==> src/rtl/led_matrix_scan.sv <==
// HUB75 64x64 1/32-scan driver: walks the framebuffer read port and shows each 4-bit pixel with 4-plane BCM.
// Per plane: 256 shift cycles, 2 latch cycles, then BASE_TIME<<plane cycles with oe_n low.
module led_matrix_scan #(
  parameter int unsigned BASE_TIME  = 64,
  parameter logic [2:0]  COLOR_MASK = 3'b111
) (
  input  logic        clk,
  input  logic        reset_n,
  input  logic        en,
  output logic [11:0] rd_addr,
  input  logic [3:0]  rd_data,
  output logic        r1,
  output logic        g1,
  output logic        b1,
  output logic        r2,
  output logic        g2,
  output logic        b2,
  output logic [4:0]  row_addr,
  output logic        panel_clk,
  output logic        lat,
  output logic        oe_n,
  output logic        frame_start
);

  localparam int CW = $clog2((BASE_TIME << 3) + 1);

  typedef enum logic [1:0] {S_IDLE, S_SHIFT, S_LATCH, S_SHOW} state_t;

  state_t       r_state, w_state_nxt;
  logic [1:0]   r_ph, w_ph_nxt;
  logic [5:0]   r_col, w_col_nxt;
  logic [4:0]   r_row, w_row_nxt;
  logic [1:0]   r_plane, w_plane_nxt;
  logic [CW-1:0] r_cnt, w_cnt_nxt;
  logic [CW-1:0] w_show_len;
  logic         w_show_last;

  logic [3:0]   r_upper;
  logic [11:0]  r_rd_addr, w_rd_addr_nxt;
  logic [2:0]   r_rgb1, r_rgb2;
  logic [4:0]   r_row_addr;
  logic         r_pclk, r_lat, r_oe_n, r_fs;

  assign w_show_len  = CW'(BASE_TIME) << r_plane;
  assign w_show_last = (r_cnt == w_show_len - CW'(1));

  always_comb begin
    w_state_nxt = r_state;
    w_ph_nxt    = r_ph;
    w_col_nxt   = r_col;
    w_row_nxt   = r_row;
    w_plane_nxt = r_plane;
    w_cnt_nxt   = r_cnt;
    case (r_state)
      S_IDLE: begin
        if (en) begin
          w_state_nxt = S_SHIFT;
          w_ph_nxt    = 2'd0;
          w_col_nxt   = 6'd0;
          w_row_nxt   = 5'd0;
          w_plane_nxt = 2'd0;
        end
      end
      S_SHIFT: begin
        // ph and col wrap to 0 on their own, leaving LATCH ready at L0
        w_ph_nxt = r_ph + 2'd1;
        if (r_ph == 2'd3) begin
          w_col_nxt = r_col + 6'd1;
          if (r_col == 6'd63) w_state_nxt = S_LATCH;
        end
      end
      S_LATCH: begin
        if (r_ph == 2'd0) begin
          w_ph_nxt = 2'd1;
        end else begin
          w_ph_nxt    = 2'd0;
          w_cnt_nxt   = '0;
          w_state_nxt = S_SHOW;
        end
      end
      S_SHOW: begin
        w_cnt_nxt = r_cnt + CW'(1);
        if (w_show_last) begin
          if (r_plane != 2'd3) begin
            w_plane_nxt = r_plane + 2'd1;
            w_state_nxt = S_SHIFT;
          end else begin
            w_plane_nxt = 2'd0;
            w_row_nxt   = r_row + 5'd1;
            w_state_nxt = en ? S_SHIFT : S_IDLE;
          end
        end
      end
      default: w_state_nxt = S_IDLE;
    endcase

    w_rd_addr_nxt = r_rd_addr;
    if (w_state_nxt == S_SHIFT && w_ph_nxt == 2'd0) w_rd_addr_nxt = {1'b0, w_row_nxt, w_col_nxt};
    if (w_state_nxt == S_SHIFT && w_ph_nxt == 2'd1) w_rd_addr_nxt = {1'b1, w_row_nxt, w_col_nxt};
  end

  // Panel pins are registered from the next state so they line up with the cycle the state is in.
  always_ff @(posedge clk) begin
    if (!reset_n) begin
      r_state    <= S_IDLE;
      r_ph       <= 2'd0;
      r_col      <= 6'd0;
      r_row      <= 5'd0;
      r_plane    <= 2'd0;
      r_cnt      <= '0;
      r_upper    <= 4'd0;
      r_rd_addr  <= 12'd0;
      r_rgb1     <= 3'd0;
      r_rgb2     <= 3'd0;
      r_row_addr <= 5'd0;
      r_pclk     <= 1'b0;
      r_lat      <= 1'b0;
      r_oe_n     <= 1'b1;
      r_fs       <= 1'b0;
    end else begin
      r_state   <= w_state_nxt;
      r_ph      <= w_ph_nxt;
      r_col     <= w_col_nxt;
      r_row     <= w_row_nxt;
      r_plane   <= w_plane_nxt;
      r_cnt     <= w_cnt_nxt;
      r_rd_addr <= w_rd_addr_nxt;
      r_pclk    <= (w_state_nxt == S_SHIFT) && (w_ph_nxt == 2'd3);
      r_lat     <= (w_state_nxt == S_LATCH) && (w_ph_nxt == 2'd0);
      r_oe_n    <= (w_state_nxt != S_SHOW);
      r_fs      <= (r_state != S_SHIFT) && (w_state_nxt == S_SHIFT) &&
                   (w_row_nxt == 5'd0) && (w_plane_nxt == 2'd0);
      if (w_state_nxt == S_LATCH && w_ph_nxt == 2'd0) r_row_addr <= w_row_nxt;
      // read data lags its address by one cycle: upper arrives end of c0, lower end of c1
      if (r_state == S_SHIFT && r_ph == 2'd0) r_upper <= rd_data;
      if (r_state == S_SHIFT && r_ph == 2'd1) begin
        r_rgb1 <= COLOR_MASK & {3{r_upper[r_plane]}};
        r_rgb2 <= COLOR_MASK & {3{rd_data[r_plane]}};
      end
    end
  end

  assign rd_addr     = r_rd_addr;
  assign {r1, g1, b1} = r_rgb1;
  assign {r2, g2, b2} = r_rgb2;
  assign row_addr    = r_row_addr;
  assign panel_clk   = r_pclk;
  assign lat         = r_lat;
  assign oe_n        = r_oe_n;
  assign frame_start = r_fs;

endmodule

==> config.mk <==
export PLATFORM = sky130hd
export DESIGN_NAME = led_matrix_scan
export DESIGN_NICKNAME = d
export VERILOG_FILES = /design/src/rtl/led_matrix_scan.sv
export SDC_FILE = /design/constraint.sdc
export NUM_CORES = 1
export LEC_CHECK = 0
export CORE_AREA = 2 2 97 99
export DETAILED_ROUTE_END_ITERATION = 8
export DIE_AREA = 0 0 99 101
export PLACE_DENSITY = 0.5
export SLEW_MARGIN = 25
export SYNTH_ARGS = -nofsm -noshare
export SYNTH_HDL_FRONTEND = slang
export SYNTH_SLANG_ARGS = --single-unit
==> constraint.sdc <==
create_clock -name clk -period 2.2 [get_ports clk]
set_input_delay 0.44 -clock clk [delete_from_list [all_inputs] [get_ports clk]]
set_output_delay 0.44 -clock clk [all_outputs]
set_load 0.01 [all_outputs]
Word-level counts from Yosys, hierarchy flattened
Index checks and enable logic that the tools add are counted.
{"block": "op_classes", "mul": 0, "add_sub_neg": 6, "muxes": 30, "n_reduce_logical": 17, "n_bitwise": 0, "div_mod_pow": 0, "shifts": 1, "n_eq_ne": 15, "magnitude_cmp": 1}
{"op": "12-bit two-way mux", "n": 2}
{"op": "10-bit one-hot mux with 2 select lines", "n": 1}
{"op": "2-bit two-way mux", "n": 9}
{"op": "5-bit two-way mux", "n": 3}
{"op": "6-bit two-way mux", "n": 2}
{"op": "6-bit one-hot mux with 2 select lines", "n": 1}
{"op": "10-bit by 1-bit adder with 10-bit output, second input constant", "n": 1}
{"op": "10-bit equality test", "n": 1}
{"op": "2-bit equality test, second input constant", "n": 5}
{"op": "10-bit two-way mux", "n": 1}
{"op": "5-bit one-hot mux with 2 select lines", "n": 1}
{"op": "7-bit by 2-bit left shift with 10-bit output, first input constant", "n": 1}
{"op": "10-bit by 1-bit subtractor with 10-bit output, second input constant", "n": 1}
{"op": "1-bit logical AND", "n": 9}
{"op": "2-bit by 1-bit equality test with 1-bit output, second input constant", "n": 4}
{"op": "2-bit zero test", "n": 4}
{"op": "2-bit one-hot mux with 4 select lines", "n": 1}
{"op": "6-bit by 1-bit adder with 6-bit output, second input constant", "n": 1}
{"op": "6-bit equality test, second input constant", "n": 1}
{"op": "2-bit != test, second input constant", "n": 3}
{"op": "2-bit one-hot mux with 3 select lines", "n": 1}
{"op": "5-bit by 1-bit adder with 5-bit output, second input constant", "n": 1}
{"op": "5-bit zero test", "n": 1}
{"op": "1-bit two-way mux", "n": 5}
{"op": "7 further kinds", "n": 10}
{"block": "word_totals", "ram_bits": 0, "word_cells": 85, "inputBits": 7, "memories": 0, "output_inout_bits": 27, "latch_bits": 0, "rom_bits": 0, "reg_bits": 54}

Depth between registers and ports, before layout
{"block": "logic_depth", "ltp_word": 9, "ltp_mapped": 10, "mapped_depth_nobuf": 8}

Worst setup path after synthesis
No wires, ideal clock.
{"block": "synth_timing", "path_kind": "reg2reg", "start": "register r_plane[0]", "end": "register r_rd_addr[2] (netlist: rd_addr[2])", "n_path_buf": 1, "arrival_time_ps": 2305, "period_less_slack_ps": 2426, "setup_time_ps": 121, "path_stages_with_launch": 9, "required_ps": 2079, "slack_ps": -226, "cell_sequence": "dfxtp_1 > ha_1 > xnor2_1 > mux2i_1 > a21oi_2 > a32o_2 > nor3b_4 > buf_6 > mux2_4"}
{"block": "synth_between", "elab_chain_cells": 8, "elab_cells_between_ends": 12, "cone_classes": "add/sub (1); eq/ne (3); shift (1); mux (4); reduce/logical (3)"}
{"item": "start, declared", "line_no": "33", "text": "logic [1:0] r_plane, w_plane_nxt;"}
{"item": "start signal, assigned", "line_no": "125", "text": "r_plane <= w_plane_nxt;"}
{"item": "7-bit by 2-bit left shift with 10-bit output", "line_no": "44", "text": "assign w_show_len = CW'(BASE_TIME) << r_plane;"}
{"item": "10-bit by 1-bit subtractor with 10-bit output", "line_no": "45", "text": "assign w_show_last = (r_cnt == w_show_len - CW'(1));"}
{"item": "10-bit equality test", "line_no": "45"}
{"item": "2-bit two-way mux (*)", "line_no": "83", "text": "if (w_show_last) begin"}
{"item": "2-bit one-hot mux with 4 select lines (*)", "line_no": "54", "text": "case (r_state)"}
{"item": "2-bit by 1-bit equality test with 1-bit output (*)", "line_no": "98, 99"}
{"item": "1-bit logical AND (on tied branches)", "line_no": "99, 98"}
{"item": "12-bit two-way mux or 2-bit nonzero test (tied branches)"}
{"item": "end signal, assigned", "line_no": "127", "text": "r_rd_addr <= w_rd_addr_nxt;"}
{"item": "end, declared", "line_no": "39", "text": "logic [11:0] r_rd_addr, w_rd_addr_nxt;"}
Every way passes the cells marked *; elsewhere a longest branch is shown, timed or not.
A chain may end at the register's enable or synchronous reset.

Worst setup path in the final report
{"block": "layout_timing", "start": "register r_plane[1]", "end": "register r_rd_addr[2] (netlist: rd_addr[2])"}
The elaborated chain is that of the path after synthesis.

==> impl_metrics.ini <==
[cells_and_area]
nFillCells = 911
layout.nets = 408
final_cells = 500
drive_above_1_share = 0.2211
areaGrowthSynthToFinish_pct = 36.15
utilization = 0.4152
diodes = 0

[place]
port_buffers = 33
dp_cells = 488
place.detailed.hpwl_mm = 4.945
place_congestion = 0.8516

[routing]
ant_nets = 0
num_vias = 2400
vias_per_cell = 4.800
wl_per_cell_um = 13.16
routed_wl_mm = 6.580
first_pass_iters = 4
route.detailed.drc = 0
drt_iter0_markers = 60

[sta]
setup_ws_ns = -0.01821
fin_crit_sh = 1.008
fin_setup_tns_ns = -0.06558
worst_slew_pin_slew_ns = 0.5952
setup_viol = 4
grt_setup_unrepaired = true
timing.slew.headroom = 0.6005
hold_violations = 0
final.min_clock_period_ns = 2.218
drv_slew = 0
finClkSkew_ns = 0.01263
timing.fmax_ghz = 0.4508

[critical_path]
path_class = reg2reg
critPathSlowestCell = dfxtp_4
cp-start-kind = flip-flop
cp.required_ns = 2.41
crit_fanout = 6
end_kind = flip-flop
critical-path-max-stage-delay_ns = 0.39
critPathArrivalTime_ns = 2.43
critical_path_buf_inv_count = 1
cp_cell_sequence = ha_4 > xnor2_4 > mux2i_4 > a21oi_1 > o22a_2 > nor3b_4 > buf_12 > mux2_4
worst_path_dominant_cell_family = multiplexers

[yosys]
yosys.area.top_type = dfxtp_1
syn_avg_cell_area_um2 = 8.663
synthCells = 316
synth_ff_type = dfxtp_1
yosysSeqAreaShare = 0.3949
ys_ff_latch = 54
netlist_area_um2 = 2738
ys_top_cells_by_count = dfxtp_1 (54), nand2_1 (45), nor2_1 (24)
yosysUniqueCellTypes = 48
synthDominantCellAreaShare = 0.3949
yosys_warnings = 0
synth_edf_count = 0
synthMostInstantiatedCell = dfxtp_1
synth_nets = 336
synthArstFlopShare = 0
synth.area.top_cells = dfxtp_1 (39%), nand2_1 (6.2%), ha_1 (5.9%), mux2i_1 (5.9%), a21oi_1 (3.3%)

[pwr]
power_density_nw_per_um2 = 919.8
p_leak_uw = 0.001511
peakVddDrop_mv = 0.7294
p_total_uw = 3428

[global_route]
grt_pass1_vias = 2370
grt_max_degree = 19
antenna_found_initial = 0
grt_pass1_wl_mm = 11.12
grt_usage = 0.1368
grt_remaining_overflow = 0

[clocking]
clock_sinks = 54
cts_max_level = 2
clkTransAtPathRegs_ns = 0.10
root_buffer = clkbuf_8
hold_buffers = 0
cts_buffer_depth = 2
numCtsBuffers = 5
cts_tree = yes
clock_latency_ns = 0.32

[die]
io_pins = 34
dieArea_um2 = 9999
core_um2 = 8977
num_rows = 35
die_h_um = 101
start_util = 0.3049
die_w_um = 99

[run_status]
violations = negative setup slack
status = finished, violations left

[run]
drv_cap = 0

[hold_path]
hold_path.class = reg2reg
-- layer usage --
metal	vias up	routed length, um	GRT usage
li1	1233	-	-
met1	1122	3281	0.1826
met2	39	3024	0.2251
met3	6	203	0.02774
met4	0	70	0.03793
met5	-	0	0
-- layout make-up --
type	instances	area [um2]	area share
clock buffers	5	68.82	0.01846
well taps	111	138.9	0.03726
flip-flops and latches	54	1089	0.2920
repair buffers	80	703.2	0.1887
multi-input cells	228	1609	0.4317
clock inverters	3	47.55	0.01276
inverters	19	71.32	0.01913
-- what timing repair did --
| action | in CTS | in global routing |
|---|---|---|
| pin swaps | 2 | 1 |
| setup endpoints to repair | 10 | 22 |
| gates resized for setup | 5 | 10 |
| cloned | 0 | 0 |
| buffers inserted | 4 | 0 |
-- worst min-delay path, cell delays in order, from the launching register on --
cell	delay, ns
dfxtp_1	0.32
nand2_1	0.05
a21oi_1	0.05
-- registers in the layout, summed over array words and instances, names as in the netlist --
signal       flops
r_rgb2           1
rd_addr         12
oe_n             1
panel_clk        1
row_addr         5
frame_start      1
r_state          2
r_cnt           10
lat              1
r_rgb1           1
r_plane          2
r_ph             2
r_upper          4
r_row            5
r_col            6
-- final timing paths --
check / startpoint / to / slack [ns] / cells after the start
setup reg to reg: r_plane[1]$_SDFF_PN0_ / rd_addr[2]$_SDFFE_PN0P_ / -0.02 / 8
hold reg to reg: r_upper[1]$_SDFFE_PN0P_ / r_upper[1]$_SDFFE_PN0P_ / 0.46 / 2
hold / removal: r_upper[1]$_SDFFE_PN0P_ / r_upper[1]$_SDFFE_PN0P_ / 0.46 / 2
setup / recovery: r_plane[1]$_SDFF_PN0_ / rd_addr[2]$_SDFFE_PN0P_ / -0.02 / 8
-- through the flow --
| stage | setup WS [ns] | cell area (um2) | hold slack [ns] |
|---|---|---|---|
| finish | -0.01821 | 3727 | 0.4576 |
| global route | -0.1022 | 3727 | 0.4814 |
| CTS | -0.04945 | 3679 | 0.4629 |
| detailed placement | -0.1485 | 3515 | 0.4479 |
| global placement | -0.1144 | 3515 | 0.4399 |
| floorplan | -0.01712 | 2796 | 0.4331 |
-- cells by family after synthesis --
| kind of cell | share of synthesized area |
|---|---|
| buffers and inverters | 0.05622 |
| AND/OR/NAND/NOR | 0.2276 |
| multiplexers | 0.09826 |
| AO/OA/AOI/OAI | 0.1284 |
| XOR/XNOR | 0.03519 |
| adder cells (fa/ha/maj) | 0.05942 |
| flip-flops | 0.3949 |
-- where the power goes --
part	total (uW)	leakage (uW)	switching [uW]	internal, uW
clock	705	0.0000587	359	346
combinational	1630	0.00101	815	813
sequential	1100	0.000438	44.1	1050
total	3430	0.00151	1220	2210
-- layout by cell type (no fill, tap or decap), types with 3 or more instances in the layout --
cell type,count
dfxtp_1,52
buf_4,45
nand2_1,44
clkdlybuf4s50_1,33
nor2_1,23
a21oi_1,18
inv_1,17
nand3_1,15
mux2i_1,14
o21ai_0,13
ha_1,11
and2_1,6
xnor2_1,5
nand2b_1,5
nor4_1,5
clkbuf_8,5
mux2_4,4
xor2_1,4
a31oi_1,3
nand4_1,3
o31ai_1,3
o21a_1,3
Note: power is estimated with default switching activity, not from simulation.
